## src/rtl/ucie_ctl_stack_pkg.sv

```systemverilog
// Shared definitions for the multi-stack FDI-to-RDI transmit mux:
// FDI state encodings, arbitration modes and small sizing helpers.
package ucie_ctl_stack_pkg;

    localparam logic [3:0] ST_RESET     = 4'h0;
    localparam logic [3:0] ST_ACTIVE    = 4'h1;
    localparam logic [3:0] ST_L1        = 4'h4;
    localparam logic [3:0] ST_L2        = 4'h8;
    localparam logic [3:0] ST_LINKRESET = 4'h9;
    localparam logic [3:0] ST_LINKERROR = 4'hA;
    localparam logic [3:0] ST_RETRAIN   = 4'hB;
    localparam logic [3:0] ST_DISABLED  = 4'hC;

    typedef enum logic {
        ARB_RR  = 1'b0,
        ARB_WRR = 1'b1
    } arb_mode_e;

    function automatic int sid_w(input int n);
        return (n > 1) ? $clog2(n) : 1;
    endfunction

    // States in which queued transmit data is discarded rather than held
    function automatic logic is_flush_state(input logic [3:0] state);
        return (state == ST_LINKRESET) || (state == ST_LINKERROR) || (state == ST_DISABLED);
    endfunction

endpackage

```

## src/rtl/ucie_ctl_stack_fifo.sv

```systemverilog
// Per-stack transmit FIFO with extra-MSB pointers, show-ahead head output
// and a synchronous flush that empties the queue.
module ucie_ctl_stack_fifo #(
    parameter int WIDTH = 512,
    parameter int DEPTH = 4
) (
    input  logic             clk,
    input  logic             rst,
    input  logic             push,
    input  logic [WIDTH-1:0] push_data,
    input  logic             pop,
    input  logic             flush,
    output logic [WIDTH-1:0] head_data,
    output logic             full,
    output logic             empty
);

    localparam int AW = $clog2(DEPTH);

    logic [AW:0]      wr_ptr_reg;
    logic [AW:0]      rd_ptr_reg;
    logic [WIDTH-1:0] mem [DEPTH];

    assign empty     = (wr_ptr_reg == rd_ptr_reg);
    assign full      = (wr_ptr_reg[AW] != rd_ptr_reg[AW]) &&
                       (wr_ptr_reg[AW-1:0] == rd_ptr_reg[AW-1:0]);
    assign head_data = mem[rd_ptr_reg[AW-1:0]];

    // Flush overrides any simultaneous pop; the popped head is still consumed by the caller
    always_ff @(posedge clk or posedge rst) begin
        if (rst) begin
            wr_ptr_reg <= '0;
            rd_ptr_reg <= '0;
        end else if (flush) begin
            wr_ptr_reg <= '0;
            rd_ptr_reg <= '0;
        end else begin
            if (push && !full)
                wr_ptr_reg <= wr_ptr_reg + (AW+1)'(1);
            if (pop && !empty)
                rd_ptr_reg <= rd_ptr_reg + (AW+1)'(1);
        end
    end

    always_ff @(posedge clk) begin
        if (push && !full)
            mem[wr_ptr_reg[AW-1:0]] <= push_data;
    end

endmodule

```

## src/rtl/ucie_ctl_stack_mux_tx.sv

```systemverilog
// Multi-stack FDI transmit mux: per-stack FIFOs, round-robin or weighted
// round-robin arbitration, and one registered RDI output stage.
module ucie_ctl_stack_mux_tx
    import ucie_ctl_stack_pkg::*;
#(
    parameter int  NBYTES     = 64,
    parameter int  NSTACKS    = 2,
    parameter int  FIFO_DEPTH = 4,
    parameter int  ARB_MODE   = 0,
    parameter int  WEIGHT_W   = 4,
    localparam int DW         = NBYTES * 8,
    localparam int SID_W      = sid_w(NSTACKS)
) (
    input  logic                      i_clk,
    input  logic                      i_rst,
    input  logic [4*NSTACKS-1:0]      i_fdi_pl_state_sts,
    input  logic [NSTACKS-1:0]        i_fdi_lp_valid,
    input  logic [NSTACKS-1:0]        i_fdi_lp_irdy,
    input  logic [NSTACKS*DW-1:0]     i_fdi_lp_data,
    output logic [NSTACKS-1:0]        o_fdi_pl_trdy,
    input  logic [NSTACKS*WEIGHT_W-1:0] i_weight,
    input  logic                      i_err_clr,
    input  logic                      i_rdi_pl_trdy,
    output logic                      o_rdi_lp_valid,
    output logic                      o_rdi_lp_irdy,
    output logic [DW-1:0]             o_rdi_lp_data,
    output logic [SID_W-1:0]          o_rdi_lp_stack_id,
    output logic [NSTACKS-1:0]        o_drop_err,
    output logic                      o_idle
);

    logic [NSTACKS-1:0] fifo_full;
    logic [NSTACKS-1:0] fifo_empty;
    logic [NSTACKS-1:0] fifo_push;
    logic [NSTACKS-1:0] fifo_pop;
    logic [NSTACKS-1:0] fifo_flush;
    logic [NSTACKS-1:0] drop_set;
    logic [DW-1:0]      head_data [NSTACKS];

    logic [NSTACKS-1:0]  drop_err_reg;
    logic [SID_W-1:0]    ptr_reg;
    logic [WEIGHT_W-1:0] burst_cnt_reg;
    logic [WEIGHT_W-1:0] burst_lim_reg;
    logic                out_valid_reg;
    logic [DW-1:0]       out_data_reg;
    logic [SID_W-1:0]    out_sid_reg;

    logic                any_ready;
    logic                load;
    logic                keep;
    logic                found;
    logic [SID_W-1:0]    rr_win;
    logic [SID_W-1:0]    win;
    logic [WEIGHT_W-1:0] win_weight;

    generate
        for (genvar gi = 0; gi < NSTACKS; gi++) begin : g_stack
            logic [3:0] state;
            logic       active;

            assign state             = i_fdi_pl_state_sts[4*gi +: 4];
            assign active            = (state == ST_ACTIVE);
            assign o_fdi_pl_trdy[gi] = active & ~fifo_full[gi];
            assign fifo_push[gi]     = i_fdi_lp_valid[gi] & i_fdi_lp_irdy[gi] & o_fdi_pl_trdy[gi];
            assign drop_set[gi]      = i_fdi_lp_valid[gi] & i_fdi_lp_irdy[gi] & ~active;
            assign fifo_flush[gi]    = is_flush_state(state);
            assign fifo_pop[gi]      = load & (win == SID_W'(gi));

            ucie_ctl_stack_fifo #(
                .WIDTH (DW),
                .DEPTH (FIFO_DEPTH)
            ) u_fifo (
                .clk       (i_clk),
                .rst       (i_rst),
                .push      (fifo_push[gi]),
                .push_data (i_fdi_lp_data[gi*DW +: DW]),
                .pop       (fifo_pop[gi]),
                .flush     (fifo_flush[gi]),
                .head_data (head_data[gi]),
                .full      (fifo_full[gi]),
                .empty     (fifo_empty[gi])
            );
        end
    endgenerate

    // Round-robin search starting just after the last winner
    always_comb begin
        found  = 1'b0;
        rr_win = ptr_reg;
        for (int k = 1; k <= NSTACKS; k++) begin
            if (!found && !fifo_empty[(int'(ptr_reg) + k) % NSTACKS]) begin
                found  = 1'b1;
                rr_win = SID_W'((int'(ptr_reg) + k) % NSTACKS);
            end
        end
    end

    // In weighted mode the current holder keeps the grant until its burst is spent or it runs dry
    assign keep       = (ARB_MODE == int'(ARB_WRR)) && !fifo_empty[ptr_reg] &&
                        (burst_cnt_reg < burst_lim_reg);
    assign win        = keep ? ptr_reg : rr_win;
    assign win_weight = i_weight[int'(win)*WEIGHT_W +: WEIGHT_W];
    assign any_ready  = ~&fifo_empty;
    assign load       = (~out_valid_reg | i_rdi_pl_trdy) & any_ready;

    always_ff @(posedge i_clk or posedge i_rst) begin
        if (i_rst) begin
            ptr_reg       <= SID_W'(NSTACKS - 1);
            burst_cnt_reg <= '0;
            burst_lim_reg <= '0;
            out_valid_reg <= 1'b0;
            out_data_reg  <= '0;
            out_sid_reg   <= '0;
            drop_err_reg  <= '0;
        end else begin
            drop_err_reg <= (drop_err_reg & ~{NSTACKS{i_err_clr}}) | drop_set;
            if (load) begin
                out_valid_reg <= 1'b1;
                out_data_reg  <= head_data[win];
                out_sid_reg   <= win;
                ptr_reg       <= win;
                if (keep) begin
                    burst_cnt_reg <= burst_cnt_reg + WEIGHT_W'(1);
                end else begin
                    burst_cnt_reg <= WEIGHT_W'(1);
                    burst_lim_reg <= (win_weight == '0) ? WEIGHT_W'(1) : win_weight;
                end
            end else if (i_rdi_pl_trdy) begin
                out_valid_reg <= 1'b0;
            end
        end
    end

    assign o_rdi_lp_valid    = out_valid_reg;
    assign o_rdi_lp_irdy     = out_valid_reg;
    assign o_rdi_lp_data     = out_data_reg;
    assign o_rdi_lp_stack_id = out_sid_reg;
    assign o_drop_err        = drop_err_reg;
    assign o_idle            = &fifo_empty & ~out_valid_reg;

endmodule

```

## config.mk

```make
export PLATFORM = sky130hd
export DESIGN_NAME = ucie_ctl_stack_mux_tx
export DESIGN_NICKNAME = d
export VERILOG_FILES = /design/src/rtl/ucie_ctl_stack_pkg.sv /design/src/rtl/ucie_ctl_stack_fifo.sv /design/src/rtl/ucie_ctl_stack_mux_tx.sv
export SDC_FILE = /design/constraint.sdc
export NUM_CORES = 2
export LEC_CHECK = 0
export ABC_AREA = 1
export CAP_MARGIN = 25
export CELL_PAD_IN_SITES_DETAIL_PLACEMENT = 0
export CELL_PAD_IN_SITES_GLOBAL_PLACEMENT = 2
export CORE_MARGIN = 1
export CORE_UTILIZATION = 37
export DETAILED_ROUTE_END_ITERATION = 12
export GPL_TIMING_DRIVEN = 0
export PLACE_DENSITY = 0.85
export SLEW_MARGIN = 20
export SYNTH_ARGS = -nofsm -noshare
export SYNTH_HDL_FRONTEND = slang
export SYNTH_SLANG_ARGS = --single-unit
```

## constraint.sdc

```tcl
create_clock -name i_clk -period 23.3 [get_ports i_clk]
set_clock_uncertainty 0.05 [all_clocks]
set_input_delay 5.825 -clock i_clk [delete_from_list [all_inputs] [get_ports i_clk]]
set_output_delay 5.825 -clock i_clk [all_outputs]
set_load 0.01 [all_outputs]
```

==> reports/results.tsv <==
metric	value	unit
status	finished clean	
grt_pass1_wl	911000	um
clk_pin_slew	0.06	ns
r2r-start	g_stack[1].u_fifo.rd_ptr_reg[0]	
crit_start	i_fdi_pl_state_sts[0]	
gp_congestion	0.857	
vdd_drop_max	88.7	uV
top_usage_layer	met2	
std_cell_rows	252	
drive_above_1_share	0.0870	
ys_ff_latch	4625	
wirelength	669000	um
coreArea	0.472	mm2
syn_area_per_cell	13.6	um2
grt_util_met2	0.430	
routedWlPerCell	30.3	um
seq_area	0.136	mm2
clockBufferDepth	4	
cts_hold_buf	0	
fin_crit_sh	0.598	
finalSetupTns	0	ns
drcViolationCount	0	
vias_per_cell	5.48	
postSynthCellCount	12915	
setup.worst_path.start_class	primary input	
syn_to_final_growth	26.6	%
port_buffers	1559	
largest_reg_flops	4096	
leakage	74.9	nW
cts_resized	0	
gr-usage-met1	0.334	
vias	121199	
design_area	0.222	mm2
cts_tree	done	
rsz0062_at_grt	false	
grt_pass1_vias	115618	
final_nets	16285	
holdCritStartpoint	o_rdi_lp_data[385]	
place_hpwl	490000	um
ys_seq_area_frac	0.777	
critPathMaxFanout	4	
hold_viol	0	
critical_path_class	in2out	
relSlewSlack	0.252	
r2r_setup_slack	18.54	ns
cts_buffers	475	
grt_max_degree	84	
placed_area	0.205	mm2
worstMarginPinSlew	1.12	ns
use_met3	0.0658	
period_minus_slack	13.93	ns
synth_nets	13973	
postRouteAntennaNets	0	
fmax	71.8	MHz
htreeDepth	5	
ctsRootBufferMaster	clkbuf_16	
ys_warn_count	0	
holdCritPathClass	reg2reg	
finalSetupViolations	0	
die_w	691	um
critPathCaptureType	output pin	
die_h	691	um
cellPowerDensity	120	mW/mm2
antenna_found_initial	402	
finalMaxSlewViolations	0	
boundaryPins	1568	
yosysUniqueCellTypes	30	
arrival	8.06	ns
drv_cap	0	
crit_required	17.43	ns
firstDrtPassIters	6	
grt_usage	0.272	
hold-worst-slack	0.446	ns
fin_total_pwr	0.0266	W
post-cts-setup-buffers	0	
fp.dieArea	0.477	mm2
multi_input_area	0.0347	mm2
syn-cell-area	0.175	mm2
gr-total-overflow	0	
cts.sinks	4625	
clock_latency	1.03	ns
initial_core_util	0.372	
initialDrtViolationCount	13683	
fillCellCount	41355	
## metal layers
metal	share of wire	routed length (um)	vias up
li1	-	-	53378
met1	0.37	246000	60626
met2	0.47	314000	5620
met3	0.093	62400	1395
met4	0.068	45400	180
met5	0.0016	1100	-
## final timing paths
check,to,cells past startpoint
worst max-delay path,o_fdi_pl_trdy[0],6
worst min-delay path,o_rdi_lp_data[385],2
worst max register to register,g_stack[1].u_fifo.mem[0][262],13
worst min register to register,o_rdi_lp_data[385],2
max in group asynchronous,o_rdi_lp_data[45],5
min in group asynchronous,o_rdi_lp_data[278],2
## synth_stat cells (all sizes together)
master | number | area, um2
nor2 | 2064 | 7770
dfstp | 1 | 26.3
nor3 | 1 | 5.00
nand3b | 2 | 15.0
clkbuf | 633 | 2380
ha | 10 | 125
inv | 35 | 136
nor4 | 2 | 12.5
o21ai | 2053 | 10300
edfxtp | 4096 | 123000
nand3 | 1553 | 7780
nand2 | 561 | 2110
dfrtp | 528 | 13200
xnor2 | 2 | 17.5
nand4 | 10 | 62.6
buf | 334 | 2030
clkinv | 1 | 5.00
o22ai | 1026 | 6420
xor2 | 3 | 26.3
## cell families after synthesis
family	after synthesis	share of synthesized area
and+or+nand+nor	4193	0.101
buffers and inverters	1003	0.0260
DFF	4625	0.777
adders and majority gates	10	0.000713
AOI/OAI and AO/OA	3079	0.0952
xor gates and xnor gates	5	0.000250
## power breakdown
part           internal [W]  switching, W  leakage, nW
registers           0.00953      0.000402         43.4
clock network       0.00444       0.00331         7.82
logic               0.00276       0.00618         23.7
total                0.0167       0.00989         74.9
## metrics by stage
step,utilization,setup WS [ns],std cells
3_5_place_dp,0.435,9.38,20973
6_report,0.471,9.37,22124
4_1_cts,0.470,9.38,21878
5_1_grt,0.470,9.37,22009
3_3_place_gp,0.421,-29.84,20697
2_1_floorplan,-,-5.95,12915
## placed cells by master, fill, tap and decap left out, types with 152 or more instances in the layout
| cell | synthesis | layout |
|---|---|---|
| edfxtp_1 | 4096 | 4096 |
| nor2_1 | 2062 | 2054 |
| o21ai_0 | 2052 | 2052 |
| clkdlybuf4s50_1 | 0 | 1559 |
| nand3_1 | 1551 | 1551 |
| o22ai_1 | 1026 | 1026 |
| clkbuf_1 | 631 | 700 |
| nand2_1 | 559 | 559 |
| dfrtp_1 | 528 | 528 |
| clkbuf_16 | 0 | 475 |
| diode_2 | 0 | 246 |
| buf_2 | 213 | 215 |
| buf_12 | 0 | 152 |
## final cells by class
cell class              count  share of cell area
flip-flops and latches   4625               0.613
multi-input cells        7287               0.156
repair buffers           1835              0.0992
clock buffers             644              0.0590
well taps                6223              0.0351
plain buffers             967              0.0202
clock inverters           261              0.0135
diodes                    246             0.00277
inverters                  36            0.000670
## critical path: stages
cell and delay [ns]:
clkdlybuf4s50_1 0.46, inv_1 0.07, nor4_2 0.72, nand2_1 0.12
inv_1 0.26, clkdlybuf4s50_1 0.59
No activity file was read; power rests on OpenSTA's default activity.
